<file path="src/rtl/font_arb_pkg.sv">
`default_nettype none
// ============================================================================
// Module   : font_arb_pkg
// Brief    : Shared font ROM constants and the rotating first-set picker.
// Revision : 1.0
// ============================================================================
package font_arb_pkg;

  localparam int FONT_ADDR_W  = 11;
  localparam int FONT_DATA_W  = 16;
  localparam int FONT_ROM_LAT = 1;
  localparam int c_MAX_REQ    = 8;

  // One-hot of the first set bit of req[n-1:0], scanning ptr, ptr+1, ... mod n.
  function automatic logic [c_MAX_REQ-1:0] rr_first_onehot(
    input logic [c_MAX_REQ-1:0] req,
    input logic [2:0]           ptr,
    input int                   n
  );
    logic [c_MAX_REQ-1:0] oh;
    logic                 found;
    int                   idx;
    oh    = '0;
    found = 1'b0;
    for (int k = 0; k < c_MAX_REQ; k++) begin
      if (k < n && !found) begin
        idx = (int'(ptr) + k) % n;
        if (req[idx[2:0]]) begin
          oh[idx[2:0]] = 1'b1;
          found        = 1'b1;
        end
      end
    end
    return oh;
  endfunction

endpackage
`default_nettype wire

</file>
<file path="src/rtl/font_rom_arbiter_if.sv">
`default_nettype none
// ============================================================================
// Module   : font_rom_arbiter_if
// Brief    : Requester/ROM bundle of the shared font ROM arbiter.
// Revision : 1.0
// ============================================================================
interface font_rom_arbiter_if
  import font_arb_pkg::*;
#(
  parameter int N_REQ  = 3,
  parameter int ADDR_W = FONT_ADDR_W,
  parameter int DATA_W = FONT_DATA_W
);
  logic [N_REQ-1:0]        req;
  logic [N_REQ*ADDR_W-1:0] addr;
  logic [N_REQ-1:0]        gnt;
  logic [ADDR_W-1:0]       rom_addr;
  logic [DATA_W-1:0]       rom_data;
  logic [DATA_W-1:0]       rdata;
  logic [N_REQ-1:0]        rvalid;

  modport master (
    output req, addr, rom_data,
    input  gnt, rom_addr, rdata, rvalid
  );

  modport slave (
    input  req, addr, rom_data,
    output gnt, rom_addr, rdata, rvalid
  );
endinterface
`default_nettype wire

</file>
<file path="src/rtl/rr_pick.sv">
`default_nettype none
// ============================================================================
// Module   : rr_pick
// Brief    : Combinational round-robin winner select (one-hot and index).
// Revision : 1.0
// ============================================================================
module rr_pick
  import font_arb_pkg::*;
#(
  parameter int N_REQ = 3,
  localparam int PTR_W = $clog2(N_REQ)
) (
  input  logic [N_REQ-1:0] req,
  input  logic [PTR_W-1:0] ptr,
  output logic [N_REQ-1:0] win_oh,
  output logic [PTR_W-1:0] win_idx
);

  logic [c_MAX_REQ-1:0] w_oh_full;

  assign w_oh_full = rr_first_onehot(c_MAX_REQ'(req), 3'(ptr), N_REQ);
  assign win_oh    = w_oh_full[N_REQ-1:0];

  always_comb begin
    win_idx = '0;
    for (int k = 0; k < c_MAX_REQ; k++) begin
      if (w_oh_full[k]) win_idx = PTR_W'(k);
    end
  end

endmodule
`default_nettype wire

</file>
<file path="src/rtl/font_rom_arbiter.sv">
`default_nettype none
// ============================================================================
// Module   : font_rom_arbiter
// Brief    : Round-robin, address-coalescing share of one font ROM.
// Revision : 1.0
// ============================================================================
module font_rom_arbiter
  import font_arb_pkg::*;
#(
  parameter int N_REQ   = 3,
  parameter int ADDR_W  = FONT_ADDR_W,
  parameter int DATA_W  = FONT_DATA_W,
  parameter int ROM_LAT = FONT_ROM_LAT
) (
  input logic               clk,
  input logic               rst,
  font_rom_arbiter_if.slave bus
);

  localparam int c_PTR_W = $clog2(N_REQ);

  logic [c_PTR_W-1:0] r_ptr;
  logic [N_REQ-1:0]   w_win_oh;
  logic [c_PTR_W-1:0] w_win_idx;
  logic [ADDR_W-1:0]  w_win_addr;
  logic [N_REQ-1:0]   w_gnt;
  logic [ADDR_W-1:0]  r_rom_addr;
  logic [N_REQ-1:0]   r_tag_pipe [ROM_LAT+1];
  logic [N_REQ-1:0]   r_rvalid;
  logic [DATA_W-1:0]  r_rdata;

  rr_pick #(.N_REQ(N_REQ)) u_rr_pick (
    .req     (bus.req),
    .ptr     (r_ptr),
    .win_oh  (w_win_oh),
    .win_idx (w_win_idx)
  );

  always_comb begin
    w_win_addr = '0;
    for (int i = 0; i < N_REQ; i++) begin
      if (w_win_oh[i]) w_win_addr = bus.addr[i*ADDR_W +: ADDR_W];
    end
  end

  // Every requester waiting on the winner's address rides the same ROM read.
  for (genvar j = 0; j < N_REQ; j++) begin : g_gnt
    assign w_gnt[j] = rst & bus.req[j] & (bus.addr[j*ADDR_W +: ADDR_W] == w_win_addr);
  end

  assign bus.gnt      = w_gnt;
  assign bus.rom_addr = r_rom_addr;
  assign bus.rvalid   = r_rvalid;
  assign bus.rdata    = r_rdata;

  always_ff @(posedge clk or negedge rst) begin
    if (!rst) begin
      r_ptr      <= '0;
      r_rom_addr <= '0;
      r_rvalid   <= '0;
      r_rdata    <= '0;
      for (int s = 0; s <= ROM_LAT; s++) r_tag_pipe[s] <= '0;
    end else begin
      if (|w_gnt) begin
        r_ptr      <= (w_win_idx == c_PTR_W'(N_REQ-1)) ? '0 : w_win_idx + c_PTR_W'(1);
        r_rom_addr <= w_win_addr;
      end
      // Stage 0 is the issue tag; stage ROM_LAT lines up with rom_data.
      r_tag_pipe[0] <= w_gnt;
      for (int s = 1; s <= ROM_LAT; s++) r_tag_pipe[s] <= r_tag_pipe[s-1];
      r_rvalid <= r_tag_pipe[ROM_LAT];
      if (|r_tag_pipe[ROM_LAT]) r_rdata <= bus.rom_data;
    end
  end

endmodule
`default_nettype wire
</file>
<file path="src/flat_wrapper.sv">
// flat-port wrapper written by rule: the top's interface ports become plain ports
module font_rom_arbiter_flat import font_arb_pkg::*;
#(
  parameter int N_REQ   = 3,
  parameter int ADDR_W  = FONT_ADDR_W,
  parameter int DATA_W  = FONT_DATA_W,
  parameter int ROM_LAT = FONT_ROM_LAT
)
  (clk, rst, bus_req, bus_addr, bus_rom_data, bus_gnt, bus_rom_addr, bus_rdata, bus_rvalid);
  font_rom_arbiter_if #(.N_REQ(N_REQ), .ADDR_W(ADDR_W), .DATA_W(DATA_W)) bus_i ();
  input logic clk;
  input logic rst;
  input wire logic [$bits(bus_i.req)-1:0] bus_req;
  input wire logic [$bits(bus_i.addr)-1:0] bus_addr;
  input wire logic [$bits(bus_i.rom_data)-1:0] bus_rom_data;
  output wire logic [$bits(bus_i.gnt)-1:0] bus_gnt;
  output wire logic [$bits(bus_i.rom_addr)-1:0] bus_rom_addr;
  output wire logic [$bits(bus_i.rdata)-1:0] bus_rdata;
  output wire logic [$bits(bus_i.rvalid)-1:0] bus_rvalid;
  assign bus_i.req = bus_req;
  assign bus_i.addr = bus_addr;
  assign bus_i.rom_data = bus_rom_data;
  assign bus_gnt = bus_i.gnt;
  assign bus_rom_addr = bus_i.rom_addr;
  assign bus_rdata = bus_i.rdata;
  assign bus_rvalid = bus_i.rvalid;
  font_rom_arbiter #(.N_REQ(N_REQ), .ADDR_W(ADDR_W), .DATA_W(DATA_W), .ROM_LAT(ROM_LAT)) u_core (.clk(clk), .rst(rst), .bus(bus_i));
endmodule
</file>
<file path="config.mk">
export PLATFORM = sky130hd
export DESIGN_NAME = font_rom_arbiter_flat
export DESIGN_NICKNAME = d
export VERILOG_FILES = /design/src/rtl/font_arb_pkg.sv /design/src/rtl/font_rom_arbiter_if.sv /design/src/rtl/rr_pick.sv /design/src/rtl/font_rom_arbiter.sv /design/src/flat_wrapper.sv
export SDC_FILE = /design/constraint.sdc
export NUM_CORES = 1
export LEC_CHECK = 0
export BUFFER_PORTS_ARGS = -buffer_cell sky130_fd_sc_hd__buf_2
export CAP_MARGIN = 20
export CELL_PAD_IN_SITES_DETAIL_PLACEMENT = 1
export CELL_PAD_IN_SITES_GLOBAL_PLACEMENT = 1
export CORE_MARGIN = 2
export CORE_UTILIZATION = 40
export CTS_BUF_LIST = sky130_fd_sc_hd__clkbuf_8
export DETAILED_ROUTE_END_ITERATION = 6
export PLACE_DENSITY_LB_ADDON = 0.1
export SLEW_MARGIN = 10
export SYNTH_ARGS = -nofsm -noshare
export SYNTH_HDL_FRONTEND = slang
export SYNTH_HIERARCHICAL = 1
export SYNTH_SLANG_ARGS = --single-unit
</file>
<file path="constraint.sdc">
create_clock -name clk -period 7.4 [get_ports clk]
set_clock_uncertainty 0.05 [all_clocks]
set_input_delay 1.11 -clock clk [delete_from_list [all_inputs] [get_ports clk]]
set_output_delay 1.11 -clock clk [all_outputs]
set_load 0.02 [all_outputs]
</file>
==> flow_summary.json, run 1 <==
{
  "grt_first_pass_wirelength_um": 14700,
  "max_freq_ghz": 0.178,
  "fin_crit_ns": 5.62,
  "num_antenna_cells": 0,
  "synth.area.top_cells": "dfrtp_1 31%, mux2_2 8.3%, mux2_4 4.8%",
  "share_comb_of_total_power": 0.723,
  "nNetsFinal": 461,
  "cts_max_level": 2,
  "rows": 32,
  "required_ns": 6.24,
  "regArea_um2": 951,
  "relSlewSlack": 0.385,
  "critPathMaxStageDelay_ns": 0.72,
  "reg2reg_to": "u_core/bus.rom_addr[0]",
  "synth_area_per_cell_um2": 9.64,
  "clk_latency_ns": 0.28,
  "drive_gt1_frac": 0.373,
  "multi_input_area_um2": 1970,
  "areaGrowthSynthToFinish_pct": 18.0,
  "cpLargestDelayFamily": "compound AO/OA/AOI/OAI gates",
  "cts-resized-gates": 0,
  "yosys.area.top_type": "dfrtp_1",
  "cp_num_buf_inv": 2,
  "swShare": 0.475,
  "drv_slew": 0,
  "synth_area_um2": 3110,
  "die_width_um": 92.2,
  "outcome": "complete, no violations",
  "synth_cell_type_count": 72,
  "cts.sinks": 38,
  "cts_tree": "done",
  "path_cells": "inv_1, ha_1, a21boi_0, a221oi_2, o2111ai_1, nand2_1, or4b_1, o2111ai_1, a2111oi_4, o311ai_1, nor4_4, buf_2",
  "detail-route-antenna-nets": 0,
  "numCtsBuffers": 5,
  "whs_endpoint": "u_core/r_tag_pipe[2]",
  "max-clock-path-buffers": 2,
  "gp_congestion": 0.911,
  "yosysWarnings": 6,
  "io_pins": 87,
  "syn_inst": 323,
  "utilization": 0.481,
  "fill_cells": 923,
  "p_per_area_nw_per_um2": 456,
  "fin_cells": 501,
  "synth.net_count": 385,
  "intPower_uw": 879,
  "start_util": 0.407,
  "hpwl_um": 7080,
  "max_slew.worst_pin.slew_ns": 0.920,
  "rr_worst_depth": 13,
  "drc_errors": 0,
  "track_usage": 0.215,
  "antenna_found_initial": 0,
  "ys_ff_latch": 38,
  "dominantRegCellSynth": "dfrtp_1",
  "power.leakage_nw": 1.71,
  "crit_path_top_delay_cell": "nand2_1",
  "timing.final.ws_setup_ns": 1.78,
  "postCtsSetupBuffers": 0,
  "core_area_um2": 7650,
  "hold_depth": 0,
  "p_clk_frac": 0.075,
  "worstPathMaxFanout": 30,
  "place_ws_ns": 1.98,
  "tns_ns": 0,
  "async_reset_ff_frac": 1.00,
  "die_h_um": 92.2,
  "pwr-share-seq": 0.202,
  "maxCapViolations": 0,
  "hold_start": "u_core/r_tag_pipe[5]",
  "drt_iter0_drc": 168,
  "r2r_setup_slack_ns": 2.57,
  "path_clk_slew_ns": 0.07,
  "yosysTopAreaCellShare": 0.305,
  "worst_setup_path_end_kind": "output port",
  "hold_buffers": 0,
  "rsz0062_at_grt": "false",
  "crit_arrival_ns": 4.46,
  "synth-edff-count": 0,
  "worstSetupPathType": "reg2out",
  "gr-total-overflow": 0,
  "crit_top_cell": "o2111ai_1",
  "start_kind": "flop",
  "drt-total-wl_um": 8830,
  "port-buffer-count": 86,
  "design.die.area_um2": 8500,
  "grt_max_degree": 32,
  "hold_viol": 0,
  "dp_cells": 494,
  "yosysSeqAreaShare": 0.305,
  "drt-vias-per-instance": 5.61,
  "p_switching_uw": 797,
  "root_buffer": "clkbuf_8",
  "wl_per_cell_um": 17.6,
  "grt_pass1_vias": 2846,
  "finalSetupViolations": 0,
  "vias": 2811,
  "drt_pass1_iterations": 4,
  "period_share": 0.759,
  "vdd_ir_drop_max_uv": 398,
  "reg2reg_from": "u_core/r_ptr[0]",
  "holdCritPathClass": "reg2reg"
}
## stage by stage
| stage | area, um^2 | power (mW) | hold slack (ns) |
|---|---|---|---|
| after CTS | 3670 | 1.68 | 0.307 |
| after global routing | 3670 | 1.82 | 0.320 |
| after global placement | 3580 | 1.52 | 0.283 |
| after detailed placement | 3600 | 1.55 | 0.286 |
| final | 3670 | 1.68 | 0.305 |
| after floorplan | 3110 | 1.27 | 0.281 |
## layout make-up
type                    count  share of cell area
clock inverters             2             0.00272
well taps                 102              0.0347
clock buffers               5              0.0187
inverters                  21              0.0215
repair buffers             91               0.128
multi-input cells         242               0.535
flip-flops and latches     38               0.259
## cell families after synthesis
kind of cell,synth area share
AOI/OAI and AO/OA,0.197
DFF,0.305
adders and majority gates,0.0322
muxes,0.151
xor gates and xnor gates,0.0699
buffers and inverters,0.0643
and+or+nand+nor,0.180
## layout by cell type, fill, tap and decap left out, types with 4 or more instances in the layout
cell and count:
nor4_1 4, mux2_2 23, a31oi_1 7, nand2b_1 8, a221oi_1 5, nand3b_1 7
o21ai_0 10, buf_4 4, o22ai_1 7, xor2_1 11, mux2i_1 6, nor2b_1 8
clkbuf_8 5, nand2_1 15, a21oi_1 18, ha_1 8, nand3_1 5, dfrtp_1 38
mux2_4 10, inv_1 21, nor4bb_1 5, xnor2_1 12, buf_2 86, nor2_1 14
## state kept, by name (all words and copies together) (netlist names)
register	count
u_core/bus.rom_addr	11
u_core/r_ptr	2
u_core/bus.rvalid	3
u_core/bus.rdata	16
u_core/r_tag_pipe	6
## Yosys cell counts (6+ instances only)
| master | n |
|---|---|
| mux2_4 | 10 |
| a21oi_1 | 18 |
| dfrtp_1 | 38 |
| clkbuf_1 | 9 |
| nand2_1 | 15 |
| xnor2_1 | 12 |
| o21ai_0 | 10 |
| xor2_1 | 11 |
| nand2b_1 | 8 |
| a31oi_1 | 7 |
| mux2i_1 | 6 |
| mux2_2 | 23 |
| buf_2 | 7 |
| o22ai_1 | 7 |
| nor2_1 | 14 |
| nand3b_1 | 7 |
| nor2b_1 | 8 |
| ha_1 | 8 |
| inv_1 | 21 |
## worst max path at each step
stage,start,endpoint,cells after the start
after floorplan,bus_req[0],bus_gnt[0],9
after global placement,bus_req[1],bus_gnt[0],11
after detailed placement,bus_req[1],bus_gnt[0],11
after CTS,u_core/r_ptr[0],bus_gnt[0],12
after global routing,u_core/r_ptr[0],bus_gnt[0],11
final,u_core/r_ptr[0],bus_gnt[0],12
## routing by layer
layer	GRT usage	vias up	part of all wire
li1	-	1330	-
met1	0.300	1376	0.46
met2	0.353	95	0.47
met3	0.0255	10	0.056
met4	0.0585	0	0.014
met5	0	-	0
## power by group through the flow
stage / clock network (mW) / logic, mW / registers [mW]
after CTS: 0.132 / 1.21 / 0.339
after floorplan: 0 / 0.842 / 0.430
after global placement: 0 / 1.19 / 0.338
final: 0.126 / 1.21 / 0.338
after detailed placement: 0 / 1.21 / 0.343
after global routing: 0.142 / 1.33 / 0.350
Power figures use the tool's default switching activity.
==> run 2: changes to the inputs <==
--- a/config.mk
+++ b/config.mk
@@ -5,12 +5,13 @@
 export SDC_FILE = /design/constraint.sdc
 export NUM_CORES = 1
 export LEC_CHECK = 0
+export ABC_AREA = 1
 export BUFFER_PORTS_ARGS = -buffer_cell sky130_fd_sc_hd__buf_2
 export CAP_MARGIN = 20
 export CELL_PAD_IN_SITES_DETAIL_PLACEMENT = 1
 export CELL_PAD_IN_SITES_GLOBAL_PLACEMENT = 1
 export CORE_MARGIN = 2
-export CORE_UTILIZATION = 40
+export CORE_UTILIZATION = 38
 export CTS_BUF_LIST = sky130_fd_sc_hd__clkbuf_8
 export DETAILED_ROUTE_END_ITERATION = 6
 export PLACE_DENSITY_LB_ADDON = 0.1
==> constraint.sdc (replaced) <==
create_clock -name clk -period 5.53 [get_ports clk]
set_clock_uncertainty 0.05 [all_clocks]
set_input_delay 0.8295 -clock clk [delete_from_list [all_inputs] [get_ports clk]]
set_output_delay 0.8295 -clock clk [all_outputs]
set_load 0.02 [all_outputs]
==> flow_summary.json, run 2 <==
{
  "nNetsFinal": 551,
  "core_area_um2": 7730,
  "start_kind": "flop",
  "relSlewSlack": 0.403,
  "crit_arrival_ns": 3.84,
  "yosysTopAreaCellShare": 0.315,
  "synth_area_per_cell_um2": 7.48,
  "synth-compound-area-share": 0.0418,
  "fin_crit_ns": 4.72,
  "async_reset_ff_frac": 1.00,
  "gr-total-overflow": 0,
  "finalSetupViolations": 0,
  "synth_most_common_cell": "nand2_1",
  "cts_tree": "done",
  "synth_cell_type_count": 29,
  "path_clk_slew_ns": 0.07,
  "synth_commonest_cells": "123 x nand2_1, 52 x inv_1, 38 x dfrtp_1",
  "hpwl_um": 6800,
  "outcome": "complete, no violations",
  "areaGrowthSynthToFinish_pct": 18.6,
  "hold_buffers": 0,
  "max-clock-path-buffers": 2,
  "rsz0062_at_grt": "false",
  "grt_first_pass_wirelength_um": 13700,
  "synth.area.top_cells": "dfrtp_1 31%, nand2_1 15%, inv_1 6.5%",
  "largest_register_ffs": 16,
  "tns_ns": 0,
  "rows": 32,
  "track_usage": 0.198,
  "power.leakage_nw": 2.17,
  "holdCritPathClass": "reg2reg",
  "port-buffer-count": 86,
  "synthMuxAreaShare": 0.0597,
  "synth.net_count": 466,
  "post_dp_cell_area_um2": 3490,
  "design.die.area_um2": 8680,
  "path_cells": "inv_1, ha_1, inv_2, nand2_1, nand3_1, nand2_1, nand2_2, nand2_1, nor2_1, nor2_2, inv_1, inv_2, nand3_1, nand2_1, nand3b_1, nand2_1, nor3_4, nand3_4, inv_1, buf_2",
  "hold_slack_ns": 0.300,
  "critPathMaxStageDelay_ns": 0.54,
  "hold_viol": 0,
  "wl_per_cell_um": 13.9,
  "worst_setup_path_end_kind": "output port",
  "drt-vias-per-instance": 4.89,
  "root_buffer": "clkbuf_8",
  "synth-edff-count": 0,
  "crit_path_top_delay_cell": "inv_1",
  "reg2reg_from": "u_core/r_ptr[0]",
  "required_ns": 4.65,
  "start_util": 0.391,
  "worstPathMaxFanout": 15,
  "cp_num_buf_inv": 6,
  "max_freq_ghz": 0.212,
  "max_slew.worst_pin.slew_ns": 0.895,
  "yosys.area_share.xor_xnor": 0,
  "hold_start": "u_core/r_tag_pipe[5]",
  "detail-route-antenna-nets": 0,
  "drt-total-wl_um": 8230,
  "layout_common_cells": "123 x nand2_1, 86 x buf_2, 53 x inv_1",
  "synth_top_family_by_area": "simple AND/OR/NAND/NOR gates",
  "drv_slew": 0,
  "synthSimpleGateAreaFrac": 0.440,
  "synth_adder_area_share": 0.0331,
  "crit_top_cell": "nand2_1",
  "drt_pass1_iterations": 4,
  "worstSetupPathType": "reg2out",
  "cts.sinks": 38,
  "maxCapViolations": 0,
  "stdcell_area_um2": 3580,
  "yosysSeqAreaShare": 0.315,
  "drt_iter0_drc": 118,
  "cts-resized-gates": 0,
  "gp_congestion": 0.840,
  "yosys.area.top_type": "dfrtp_1",
  "numCtsBuffers": 5,
  "vdd_ir_drop_max_uv": 112,
  "synth_area_um2": 3020,
  "dominantRegCellSynth": "dfrtp_1",
  "postCtsSetupBuffers": 0,
  "clk_latency_ns": 0.29,
  "period_share": 0.853,
  "cpLargestDelayFamily": "simple AND/OR/NAND/NOR gates",
  "antenna_found_initial": 0,
  "vias": 2895,
  "yosysWarnings": 6,
  "cp-startpoint": "u_core/r_ptr[0]",
  "io_pins": 87,
  "drive_gt1_frac": 0.388,
  "grt_max_degree": 42,
  "p_per_area_nw_per_um2": 325,
  "die_h_um": 93.2,
  "cts_max_level": 2,
  "num_antenna_cells": 0,
  "syn_inst": 404,
  "drc_errors": 0,
  "ys_ff_latch": 38,
  "die_width_um": 93.2,
  "grt_pass1_vias": 2851,
  "final_common_cell": "nand2_1"
}
-- run 2: cell types whose count changed in the layout (fill, tap and decap cells not counted), moves of 11 or more --
cell and delta:
nand4_1 +14, inv_1 +32, a21oi_1 -16, nand3_1 +28, xor2_1 -11, nand2_1 +108
nand2_2 +30, xnor2_1 -12
-- run 2: worst paths after layout --
| kind | to | depth (start not counted) | slack, ns |
|---|---|---|---|
| hold / removal | u_core/r_tag_pipe[2] | 0 | 0.30 |
| min in group asynchronous | u_core/r_ptr[1] | 1 | 0.62 |
| max in group asynchronous | u_core/r_tag_pipe[4] | 1 | 4.25 |
| setup / recovery | bus_gnt[0] | 20 | 0.81 |
| setup reg to reg | u_core/bus.rom_addr[0] | 24 | 1.73 |
| hold reg to reg | u_core/r_tag_pipe[2] | 0 | 0.30 |
-- run 2: power by group --
| part | switching [mW] | internal [mW] | total, mW |
|---|---|---|---|
| Combinational | 0.454 | 0.208 | 0.662 |
| Clock | 0.0927 | 0.0986 | 0.191 |
| Sequential | 0.0120 | 0.298 | 0.310 |
| Total | 0.558 | 0.605 | 1.16 |
-- run 2: cell families (layout without fill, tap and decap cells) --
family,Yosys count,after routing
simple gates,251,251
flops,38,38
fa+ha+maj,8,8
mux,16,16
compound gates,18,18
buf+inv,73,159
-- run 2: metal layers --
layer / wire length [um] / up-vias / global-route usage
met1: 3720 / 1371 / 0.250
met2: 4050 / 71 / 0.361
met3: 387 / 5 / 0.0226
met4: 72 / 0 / 0.0441
met5: 0 / - / 0
li1: - / 1448 / -
-- run 2: layout make-up --
type | count | area (um^2)
Fill cell | 1048 | 4150
Multi-Input combinational cell | 293 | 1730
Sequential cell | 38 | 951
Timing Repair Buffer | 86 | 430
Inverter | 65 | 246
Tap cell | 102 | 128
Clock buffer | 6 | 82.6
Clock inverter | 2 | 8.76
-- run 2: stage by stage --
| stage | setup slack [ns] | std cells | total power, mW | utilization |
|---|---|---|---|---|
| 2_1_floorplan | 1.94 | 404 | 0.823 | - |
| 3_3_place_gp | 1.16 | 584 | 0.978 | 0.452 |
| 3_5_place_dp | 1.08 | 584 | 0.986 | 0.452 |
| 4_1_cts | 0.782 | 592 | 1.18 | 0.463 |
| 5_1_grt | 0.434 | 592 | 1.27 | 0.463 |
| 6_report | 0.814 | 592 | 1.16 | 0.463 |
